==> src/rtl/dm_arbiter.sv <==
// Data-memory arbiter: CPU port C has fixed priority, port D is protected by a starvation
// counter and can lock back-to-back access. Optional trace output: define DM_ARB_TRACE_EN.
module dm_arbiter #(
  parameter int unsigned DM_WORDS     = 3072,
  parameter int unsigned STARVE_LIMIT = 4,
  parameter int unsigned CNT_W        = 16
) (
  input  logic             clk,
  input  logic             reset,
  input  logic             c_req_i,
  input  logic             c_we_i,
  input  logic [31:0]      c_addr_i,
  input  logic [31:0]      c_wdata_i,
  input  logic [31:0]      c_pc_i,
  output logic             c_gnt_o,
  output logic [31:0]      c_rdata_o,
  output logic             c_rvalid_o,
  input  logic             d_req_i,
  input  logic             d_we_i,
  input  logic             d_lock_i,
  input  logic [31:0]      d_addr_i,
  input  logic [31:0]      d_wdata_i,
  output logic             d_gnt_o,
  output logic [31:0]      d_rdata_o,
  output logic             d_rvalid_o,
  output logic             addr_err_o,
  output logic             dm_we_o,
  output logic             dm_re_o,
  output logic [31:0]      dm_a_o,
  output logic [31:0]      dm_wd_o,
  output logic [31:0]      dm_pc_o,
  input  logic [31:0]      dm_rd_i,
  output logic [CNT_W-1:0] stall_cnt_o
);

  // state   | meaning
  // NORMAL  | C has priority, D served only when C idle
  // FORCE_D | D starved long enough; D owns the memory until served or it drops req
  // LOCK_D  | D holds exclusive access for a read-modify-write sequence
  typedef enum logic [1:0] {NORMAL, FORCE_D, LOCK_D} state_e;

  localparam logic [3:0]  STARVE_MAX = 4'(STARVE_LIMIT - 1);
  localparam logic [31:0] DM_BYTES   = 32'(DM_WORDS * 4);

  state_e            state_q, state_d;
  logic [3:0]        starve_q, starve_d;
  logic              c_rvalid_q, d_rvalid_q, addr_err_q;
  logic [31:0]       c_rdata_q, d_rdata_q;
  logic [CNT_W-1:0]  stall_q;

  logic              g_any, g_we, in_range;
  logic [31:0]       g_addr, g_wdata, rd_cap;

  always_comb begin
    c_gnt_o = 1'b0;
    d_gnt_o = 1'b0;
    if (!reset) begin
      if (state_q == NORMAL) begin
        c_gnt_o = c_req_i;
        d_gnt_o = d_req_i & ~c_req_i;
      end else begin
        d_gnt_o = d_req_i;
      end
    end
  end

  always_comb begin
    g_any   = c_gnt_o | d_gnt_o;
    g_we    = 1'b0;
    g_addr  = 32'h0;
    g_wdata = 32'h0;
    if (c_gnt_o) begin
      g_we    = c_we_i;
      g_addr  = c_addr_i;
      g_wdata = c_wdata_i;
    end else if (d_gnt_o) begin
      g_we    = d_we_i;
      g_addr  = d_addr_i;
      g_wdata = d_wdata_i;
    end
    in_range = (g_addr < DM_BYTES) && (g_addr[1:0] == 2'b00);
    rd_cap   = in_range ? dm_rd_i : 32'h0;
  end

  assign dm_we_o = g_any & g_we & in_range;
  assign dm_re_o = g_any & ~g_we & in_range;
  assign dm_a_o  = g_addr;
  assign dm_wd_o = g_wdata;
  assign dm_pc_o = c_gnt_o ? c_pc_i : 32'h0;

  always_comb begin
    if (!d_req_i || d_gnt_o)
      starve_d = 4'd0;
    else if (starve_q != STARVE_MAX)
      starve_d = starve_q + 4'd1;
    else
      starve_d = starve_q;

    state_d = state_q;
    unique case (state_q)
      NORMAL: begin
        if (d_gnt_o && d_lock_i)
          state_d = LOCK_D;
        else if (d_req_i && !d_gnt_o && starve_q == STARVE_MAX)
          state_d = FORCE_D;
      end
      FORCE_D: begin
        if (d_gnt_o)
          state_d = d_lock_i ? LOCK_D : NORMAL;
        else if (!d_req_i)
          state_d = NORMAL;
      end
      LOCK_D:  state_d = d_lock_i ? LOCK_D : NORMAL;
      default: state_d = NORMAL;
    endcase
  end

  always_ff @(posedge clk) begin
    if (reset) begin
      state_q    <= NORMAL;
      starve_q   <= 4'd0;
      c_rvalid_q <= 1'b0;
      d_rvalid_q <= 1'b0;
      addr_err_q <= 1'b0;
      c_rdata_q  <= 32'h0;
      d_rdata_q  <= 32'h0;
      stall_q    <= '0;
    end else begin
      state_q    <= state_d;
      starve_q   <= starve_d;
      c_rvalid_q <= c_gnt_o & ~c_we_i;
      d_rvalid_q <= d_gnt_o & ~d_we_i;
      addr_err_q <= g_any & ~in_range;
      if (c_gnt_o && !c_we_i)
        c_rdata_q <= rd_cap;
      if (d_gnt_o && !d_we_i)
        d_rdata_q <= rd_cap;
      if (c_req_i && !c_gnt_o)
        stall_q <= stall_q + 1'b1;
    end
  end

  assign c_rvalid_o  = c_rvalid_q;
  assign d_rvalid_o  = d_rvalid_q;
  assign c_rdata_o   = c_rdata_q;
  assign d_rdata_o   = d_rdata_q;
  assign addr_err_o  = addr_err_q;
  assign stall_cnt_o = stall_q;

`ifdef DM_ARB_TRACE_EN
  // Error is reported at the grant edge, i.e. alongside the rising edge of the addr_err pulse.
  always @(posedge clk) begin
    if (!reset && g_any && g_we)
      $display("%0t@%08h: *%08h <= %08h", $time, dm_pc_o, dm_a_o, dm_wd_o);
    if (!reset && g_any && !in_range)
      $display("ARB ERR %s %08h", c_gnt_o ? "C" : "D", g_addr);
  end
`else
  // trace disabled: the arbiter produces no simulation output
`endif

endmodule

==> config.mk <==
export PLATFORM = sky130hd
export DESIGN_NAME = dm_arbiter
export DESIGN_NICKNAME = d
export VERILOG_FILES = /design/src/rtl/dm_arbiter.sv
export SDC_FILE = /design/constraint.sdc
export NUM_CORES = 1
export LEC_CHECK = 0
export ABC_AREA = 1
export CELL_PAD_IN_SITES_DETAIL_PLACEMENT = 0
export CELL_PAD_IN_SITES_GLOBAL_PLACEMENT = 1
export CORE_UTILIZATION = 22
export DETAILED_ROUTE_END_ITERATION = 10
export PLACE_DENSITY_LB_ADDON = 0.1
export SKIP_CTS_REPAIR_TIMING = 1
export SLEW_MARGIN = 30
export SYNTH_ARGS = -nofsm -noshare
export SYNTH_HDL_FRONTEND = slang
export SYNTH_SLANG_ARGS = --single-unit
==> constraint.sdc <==
create_clock -name clk -period 2.2 [get_ports clk]
set_input_delay 0.44 -clock clk [delete_from_list [all_inputs] [get_ports clk]]
set_output_delay 0.44 -clock clk [all_outputs]
set_load 0.005 [all_outputs]
== Yosys cells after proc, flatten, opt, wreduce, memory -nomap -nowiden ==
Cells that the tools add are included.
Word-level totals
  logic and storage cells: 66
  input bits: 199
  register bits: 89
Operators by class
  mux-type cells: 18
  eq/ne operators: 6
  magnitude comparators: 1
  bitwise operators: 14
  reductions and logical operators: 17
  add/subtract/negate cells: 2
Operators with widths (count)
  32-bit 2-to-1 mux: 6
  32-bit by 14-bit less-than comparator with 1-bit output (second input constant): 1
  16-bit by 1-bit adder with 16-bit output (second input constant): 1
  2-bit 2-to-1 mux: 5
  1-bit bitwise AND: 8
  1-bit logical AND: 7
  1-bit 2-to-1 mux: 6
  2-bit one-hot mux with 3 select lines: 1
  1-bit zero test: 5
  1-bit inverter: 5
  4-bit by 1-bit adder with 4-bit output (second input constant): 1
  4-bit by 2-bit equality test with 1-bit output (second input constant): 1
  2-bit zero test: 2
  4-bit by 2-bit != test with 1-bit output (second input constant): 1
  3-bit by 1-bit != test with 1-bit output (second input constant): 1
  3-bit != test (second input constant): 1
  2-bit by 1-bit equality test with 1-bit output (second input constant): 1
  2-bit equality test (second input constant): 1
  2-bit AND reduction: 1
  2-bit OR reduction: 1
  1-bit logical OR: 1
  1-bit bitwise OR: 1

== Logic depth before layout (Yosys ltp) ==
Gate-level depths: netlist of run 1.
  word-level depth: 10
  mapped depth: 14
  gate-level depth less buffers: 12

== Worst setup path before layout of run 1 ==
OpenSTA, ideal clock, no wires.
  path kind: input port to output port
  from: input reset
  to: output dm_re_o
  buffers on the path: 4
  setup slack: -0.067 ns
  arrival time: 1.827 ns
  stages: 12
  cells stage by stage: buf_4 > inv_4 > buf_6 > buf_4 > nand4_1 > nand2_2 > nor2_2 > nand2_2 > nor2_8 > buf_12 > nand3_2 > nor2_1
On the way
  longest elaborated chain between the ends: 6
  elaborated cells on any way between the ends: 13
  those cells by class: order compare: 1; mux: 6; bitwise: 4; reduce/logical: 2
Ends and longest elaborated chain
  start, declared: RTL line 9  | input logic reset,
  1-bit 2-to-1 mux: RTL line 57  | if (!reset) begin
  32-bit 2-to-1 mux: RTL line 76  | end else if (d_gnt_o) begin
  32-bit 2-to-1 mux *: RTL line 72  | if (c_gnt_o) begin
  via dm_a_o[25]: RTL line 29  | output logic [31:0] dm_a_o,
  32-bit by 14-bit less-than comparator with 1-bit output *: RTL line 81  | in_range = (g_addr < DM_BYTES) && (g_addr[1:0] == 2'b00);
  1-bit logical AND *: RTL line 81
  1-bit bitwise AND *: RTL line 86  | assign dm_re_o = g_any & ~g_we & in_range;
  end, declared: RTL line 28  | output logic dm_re_o,
The timed path passes the listed nets; every way through them passes the cells marked *.

== Final worst setup path of run 1 ==
  from: register state_q[0]
  to: output dm_a_o[7]
On the way
  longest elaborated chain between the ends: 5
  elaborated cells on any way between the ends: 7
  those cells by class: mux: 6; reduce/logical: 1
Ends and longest elaborated chain
  start, declared: RTL line 45  | state_e state_q, state_d;
  start signal, assigned: RTL line 129  | state_q <= state_d;
  2-bit zero test *: RTL line 58  | if (state_q == NORMAL) begin
  1-bit 2-to-1 mux: RTL line 58
  1-bit 2-to-1 mux: RTL line 57
  32-bit 2-to-1 mux: RTL line 76
  32-bit 2-to-1 mux *: RTL line 72
  end, declared: RTL line 29
Every way passes the cells marked *; elsewhere a longest branch is shown, timed or not.

==> flow_metrics.env, run 1 <==
export IMPL_overflow=0
export IMPL_synth_largest_area_cell="dfxtp_1"
export IMPL_r2r_end="d_rdata_o[1]"
export IMPL_numCtsBuffers=9
export IMPL_ant_nets=0
export IMPL_grt_max_degree=46
export IMPL_p_comb_share_pct=29.6
export IMPL_finalHoldViolations=0
export IMPL_synthTopCellsByArea="dfxtp_1 33%, nand4_4 11%, a22o_1 7.0%"
export IMPL_fp_coreArea_mm2=0.0242
export IMPL_rows=57
export IMPL_max_stage_delay_ps=360
export IMPL_power_leakage_nw=5.06
export IMPL_dieHeight_um=159
export IMPL_cp_max_fo=5
export IMPL_num_fill_cells=2451
export IMPL_ys_types=36
export IMPL_whs_endpoint="state_q[0]"
export IMPL_die_area_mm2=0.0252
export IMPL_min_period_ps=2410
export IMPL_hp_start="reset"
export IMPL_grt_pass1_vias=6005
export IMPL_cp_num_buf_inv=6
export IMPL_power_share_sequential_pct=33.9
export IMPL_final_util_pct=44.7
export IMPL_rsz0062_at_grt="true"
export IMPL_vias_per_cell=4.39
export IMPL_tightestPinTransition_ps=554
export IMPL_dr_pass1_iters=6
export IMPL_finalSetupViolations=42
export IMPL_grtUsageTotal_pct=18.9
export IMPL_crit_type="flip-flop to output port"
export IMPL_antenna_found_initial=2
export IMPL_required_ps=1760
export IMPL_cts_tree="yes"
export IMPL_cp_slowest_cell="dfxtp_4"
export IMPL_drc=0
export IMPL_swShare_pct=28.0
export IMPL_worstSetupStartpointType="flip-flop"
export IMPL_fmax_mhz=414
export IMPL_fin_ws_ps=-215
export IMPL_postLayoutCellArea_mm2=0.0108
export IMPL_clk_path_buf_depth=2
export IMPL_placedCellCount=1359
export IMPL_gp_congestion=0.799
export IMPL_hold_class="input port to flip-flop"
export IMPL_synth_cells=632
export IMPL_vdd_ir_drop_max_v=0.000403
export IMPL_ys_flop_type="dfxtp_1"
export IMPL_holdPathStages=3
export IMPL_slew_headroom_pct=63.1
export IMPL_synth_seq_cells=89
export IMPL_drtIter0Drc=198
export IMPL_syn_area_mm2=0.00541
export IMPL_outcome="finished with violations"
export IMPL_cp_arrival_ps=1970
export IMPL_final_nets=1285
export IMPL_start_util_pct=22.3
export IMPL_r2r_start="state_q[0]"
export IMPL_synth_seq_area_share_pct=32.9
export IMPL_insertion_delay_ps=340
export IMPL_crit_family="buffers and inverters"
export IMPL_drive_above_1_share_pct=31.6
export IMPL_slew_violations=0
export IMPL_p_per_area_mw_per_mm2=452
export IMPL_h_tree_depth=3
export IMPL_cts_sinks=89
export IMPL_wl_mm=25.4
export IMPL_worstRegToRegCells=10
export IMPL_vias=6210
export IMPL_yosys_area_top_type_share_pct=32.9
export IMPL_cts_clk_slew_worst_paths_ps=60
export IMPL_r2r_slack_ps=0
export IMPL_dieWidth_um=159
export IMPL_cts_root_buf="clkbuf_16"
export IMPL_avgSynthCellArea_um2=8.56
export IMPL_top_level_ports=382
export IMPL_portBuffers=381
export IMPL_final_cell_count_no_fill=1413
export IMPL_wire_per_inst_um=18.0
export IMPL_violations="setup timing"
export IMPL_synthArstFlopShare_pct=0
export IMPL_ys_warn_count=0
export IMPL_area_growth_pct=100
export IMPL_syn_num_nets=833
export IMPL_internal_power_mw=3.53
export IMPL_synth_edff_count=0
export IMPL_p_switching_mw=1.37
export IMPL_fin_crit_sh_pct=110
export IMPL_fin_skew_ps=10.5
export IMPL_maxCapViolCount=0
export IMPL_clockPowerShare_pct=36.5
export IMPL_dp_hpwl_mm=19.0
export IMPL_grt_pass1_wl_mm=36.8
export IMPL_crit_chain="nor2_8, a21oi_4, buf_12, buf_12, buf_8, buf_6, buf_6, a22o_1, buf_2"
export IMPL_placed_area_mm2=0.00992
export IMPL_endpoint_kind="output port"
==> power groups by stage <==
stage / Sequential, mW / Clock (mW) / Combinational [mW]
after floorplan: 1.70 / 0 / 0.596
after global placement: 1.70 / 0 / 1.38
after detailed placement: 1.70 / 0 / 1.38
after CTS: 1.66 / 1.85 / 1.38
after global routing: 1.66 / 1.91 / 1.55
final: 1.66 / 1.79 / 1.45
==> state kept, by name, summed over array words and instances (netlist names) <==
register / count
d_rdata_o: 32
stall_cnt_o: 16
d_rvalid_o: 1
c_rdata_o: 32
addr_err_o: 1
starve_q: 4
c_rvalid_o: 1
state_q: 2
==> metal layers <==
| metal | global-route usage (%) | up-vias | share of wire, % |
|---|---|---|---|
| met5 | 0 | - | 0 |
| met4 | 5.81 | 0 | 3.3 |
| met3 | 6.01 | 49 | 7.2 |
| met2 | 33.4 | 241 | 50 |
| met1 | 21.5 | 2802 | 40 |
| li1 | - | 3118 | - |
==> cells in the final DEF (no fill, tap or decap), drive strengths merged <==
cell type,instances
a211oi,1
a21oi,47
a22o,43
a41oi,1
buf,133
bufinv,3
clkbuf,40
clkdlybuf4s50,282
clkinvlp,1
dfxtp,89
diode,1
dlymetal6s2s,46
ha,2
inv,62
nand2,65
nand3,61
nand4,49
nor2,81
nor3,3
nor4,1
o211a,1
o21ai,73
or2,3
xnor2,1
==> worst max path at each step <==
stage | depth (start not counted) | to | start
floorplan | 12 | dm_re_o | reset
global placement | 11 | dm_re_o | reset
detailed placement | 11 | dm_re_o | c_req_i
CTS | 11 | dm_re_o | c_req_i
global route | 10 | dm_we_o | state_q[0]
finish | 9 | dm_a_o[7] | state_q[0]
==> logic make-up after synthesis <==
group	after synthesis	synth area share [%]
AND/OR/NAND/NOR	263	33.5
AO/OA/AOI/OAI	166	22.4
buffers and inverters	111	10.6
flip-flops	89	32.9
adder cells (fa/ha/maj)	2	0.462
XOR/XNOR	1	0.162
==> layout make-up <==
class                      instances  area [um2]  area share (%)
sequential                        89        1790            16.5
inverter                          59         236            2.18
multi-input combinational        432        3190            29.4
clock buffer                       9         225            2.08
antenna                            1        2.50          0.0231
timing repair inverter             1        6.26          0.0577
clock inverter                     6         115            1.06
tap                              324         405            3.74
timing repair buffer             492        4870            44.9
==> worst register-to-register path, cell delays in order (launching register included) <==
cell,delay (ps)
dfxtp_4,360
nor2_8,200
nand2_8,160
nand3_1,100
nand2_1,80
nor2_2,130
nand2_2,90
nor2_8,130
clkbuf_8,490
nand4_1,230
a21oi_1,160
==> stage by stage <==
stage / power (mW) / hold WS (ps) / setup WS, ps / setup TNS (ps)
after CTS: 4.90 / 471 / -892 / -84080
final: 4.90 / 447 / -215 / -2770
after detailed placement: 3.08 / 461 / -877 / -107490
after floorplan: 2.29 / 453 / -3.98 / -3.98
after global routing: 5.12 / 453 / -295 / -10060
after global placement: 3.08 / 453 / -892 / -106180
==> Yosys cell counts, types with 2 or more instances <==
cell and count:
buf_6 5, dfxtp_1 89, clkbuf_1 28, inv_1 56, buf_4 2, o21ai_0 41, nand3_1 49, buf_2 9
ha_1 2, inv_2 2, a22o_1 43, o21ai_2 26, nand2_1 54, a21oi_2 29, nor2_4 2, nor2_8 3
o21ai_1 6, nor2_2 6, buf_1 2, nor2_1 70, nand4_1 20, nand4_4 29, nor3_1 3, a21oi_1 18
or2_2 3, nand2_2 10, buf_12 6, nand3_2 11
No activity file was read; power rests on OpenSTA's default activity.
==> run 2, diff against run 1 <==
- CORE_MARGIN: not set -> 3
- GPL_TIMING_DRIVEN: not set -> 0
==> run 2 against run 1 <==
The flow still finishes with violations (setup timing). Power fell by 4.6%. Cell area fell by 3.7%. Sequential power barely moved. Wire length rose by 4.5%. Global-route usage fell by 0.29 points. Sequential cell count did not move. Via count fell by 1.5%. Die area rose by 5.1%. First-iteration DRC count rose by 16%. Largest power group is now registers.
==> flow_metrics.env, run 2 (synthesis gave the netlist of run 1 again) <==
export IMPL_area_growth_pct=92.8
export IMPL_dieHeight_um=163
export IMPL_worstSetupStartpointType="flip-flop"
export IMPL_fin_crit_sh_pct=118
export IMPL_tightestPinTransition_ps=790
export IMPL_cp_max_fo=6
export IMPL_finalHoldViolations=0
export IMPL_required_ps=1760
export IMPL_die_area_mm2=0.0265
export IMPL_num_fill_cells=2419
export IMPL_cp_num_buf_inv=3
export IMPL_crit_type="flip-flop to output port"
export IMPL_cts_root_buf="clkbuf_16"
export IMPL_start_util_pct=22.7
export IMPL_fin_ws_ps=-403
export IMPL_final_common_cell="clkdlybuf4s50_1"
export IMPL_rsz0062_at_grt="true"
export IMPL_drtIter0Drc=230
export IMPL_placed_area_mm2=0.00964
export IMPL_vdd_ir_drop_max_v=0.000320
export IMPL_maxCapViolCount=0
export IMPL_fmax_mhz=384
export IMPL_slew_violations=0
export IMPL_grt_pass1_wl_mm=37.5
export IMPL_cp_arrival_ps=2160
export IMPL_power_leakage_nw=4.90
export IMPL_crit_chain="nor2_8, nand2_8, buf_4, nand3_1, nand2_2, nor2_1, nand2_2, nor2_8, buf_12, nand3_4, nor2_2, buf_2"
export IMPL_cp_slowest_cell="dfxtp_4"
export IMPL_fp_coreArea_mm2=0.0238
export IMPL_slew_headroom_pct=47.3
export IMPL_vias=6114
export IMPL_wl_mm=26.5
export IMPL_numCtsBuffers=9
export IMPL_dp_hpwl_mm=21.2
export IMPL_num_antenna_cells=0
export IMPL_h_tree_depth=3
export IMPL_cts_sinks=89
export IMPL_multiInputGateArea_mm2=0.00318
export IMPL_wire_per_inst_um=19.2
export IMPL_min_period_ps=2600
export IMPL_antenna_found_initial=1
export IMPL_insertion_delay_ps=350
export IMPL_clk_path_buf_depth=2
export IMPL_crit_family="simple AND/OR/NAND/NOR gates"
export IMPL_finalSetupViolations=6
export IMPL_endpoint_kind="output port"
export IMPL_drc=0
export IMPL_layout_common_cells="281 x clkdlybuf4s50_1, 87 x dfxtp_1, 60 x nor2_1"
export IMPL_max_stage_delay_ps=370
export IMPL_grt_pass1_vias=5940
export IMPL_p_per_area_mw_per_mm2=448
export IMPL_postLayoutCellArea_mm2=0.0104
export IMPL_grtUsageTotal_pct=18.6
export IMPL_final_nets=1257
export IMPL_placedCellCount=1330
export IMPL_hold_class="input port to flip-flop"
export IMPL_dr_pass1_iters=4
export IMPL_vias_per_cell=4.43
export IMPL_top_level_ports=382
export IMPL_outcome="finished with violations"
export IMPL_overflow=0
export IMPL_grt_max_degree=18
export IMPL_dieWidth_um=163
export IMPL_final_cell_count_no_fill=1380
export IMPL_violations="setup timing"
export IMPL_rows=56
export IMPL_cts_clk_slew_worst_paths_ps=70
export IMPL_drive_above_1_share_pct=26.4
export IMPL_cts_tree="yes"
export IMPL_final_seq_area_mm2=0.00179
export IMPL_ant_nets=0
export IMPL_portBuffers=379
export IMPL_gp_congestion=0.836
export IMPL_fin_skew_ps=17.0
[run 2: changes by cell type in the layout (fill, tap and decap cells not counted), sizes merged, moves of 3 or more]
cell,before,now
buf,133,94
bufinv,3,0
clkbuf,40,47
clkinv,0,3
dlymetal6s2s,46,51
[run 2: layout make-up]
cell class,count,area share (%)
sequential,89,17.1
tap,319,3.82
timing repair buffer,411,38.6
inverter,59,2.19
multi-input combinational,434,30.5
clock buffer,10,2.29
clock inverter,6,0.564
buffer,52,4.89
[run 2: per-layer routing]
layer | vias to the layer above | track usage, % | share of wire [%] | wire (um)
li1 | 3062 | - | - | -
met1 | 2783 | 22.3 | 41 | 10900
met2 | 231 | 32.8 | 49 | 13100
met3 | 36 | 5.80 | 7.8 | 2060
met4 | 2 | 3.92 | 1.9 | 495
met5 | - | 0 | 0.049 | 13
[run 2: report_power, final]
group / switching (mW) / internal [mW]
registers: 0.0201 / 1.64
clock network: 0.725 / 0.822
logic: 0.683 / 0.784
[run 2: stage by stage]
step / setup WS, ps / util, % / total power, mW / setup TNS, ps / hold WS [ps]
2_1_floorplan: -3.98 / - / 2.29 / -3.98 / 453
3_3_place_gp: -1460 / 40.5 / 3.09 / -97020 / 458
3_5_place_dp: -1460 / 40.5 / 3.10 / -98230 / 462
4_1_cts: -1460 / 41.7 / 4.66 / -84870 / 269
5_1_grt: -554 / 43.8 / 4.88 / -4420 / 285
6_report: -403 / 43.8 / 4.67 / -1530 / 295
[run 2: path summary, 6_finish.rpt]
path	start	end	slack (ps)	cells past startpoint
min reg2reg	stall_cnt_o[4]	stall_cnt_o[4]	460	2
max	state_q[0]	dm_we_o	-400	12
max reg2reg	state_q[0]	d_rdata_o[22]	80	12
min	reset	stall_cnt_o[13]	300	2
[run 2: worst reg2reg max path: stages (launching register included)]
cell,delay (ps)
dfxtp_4,370
nor2_8,230
nand2_8,100
buf_4,140
nand3_1,70
nand2_2,70
nor2_1,130
nand2_2,110
nor2_8,160
buf_12,120
buf_4,260
nand4_4,160
a21oi_2,140
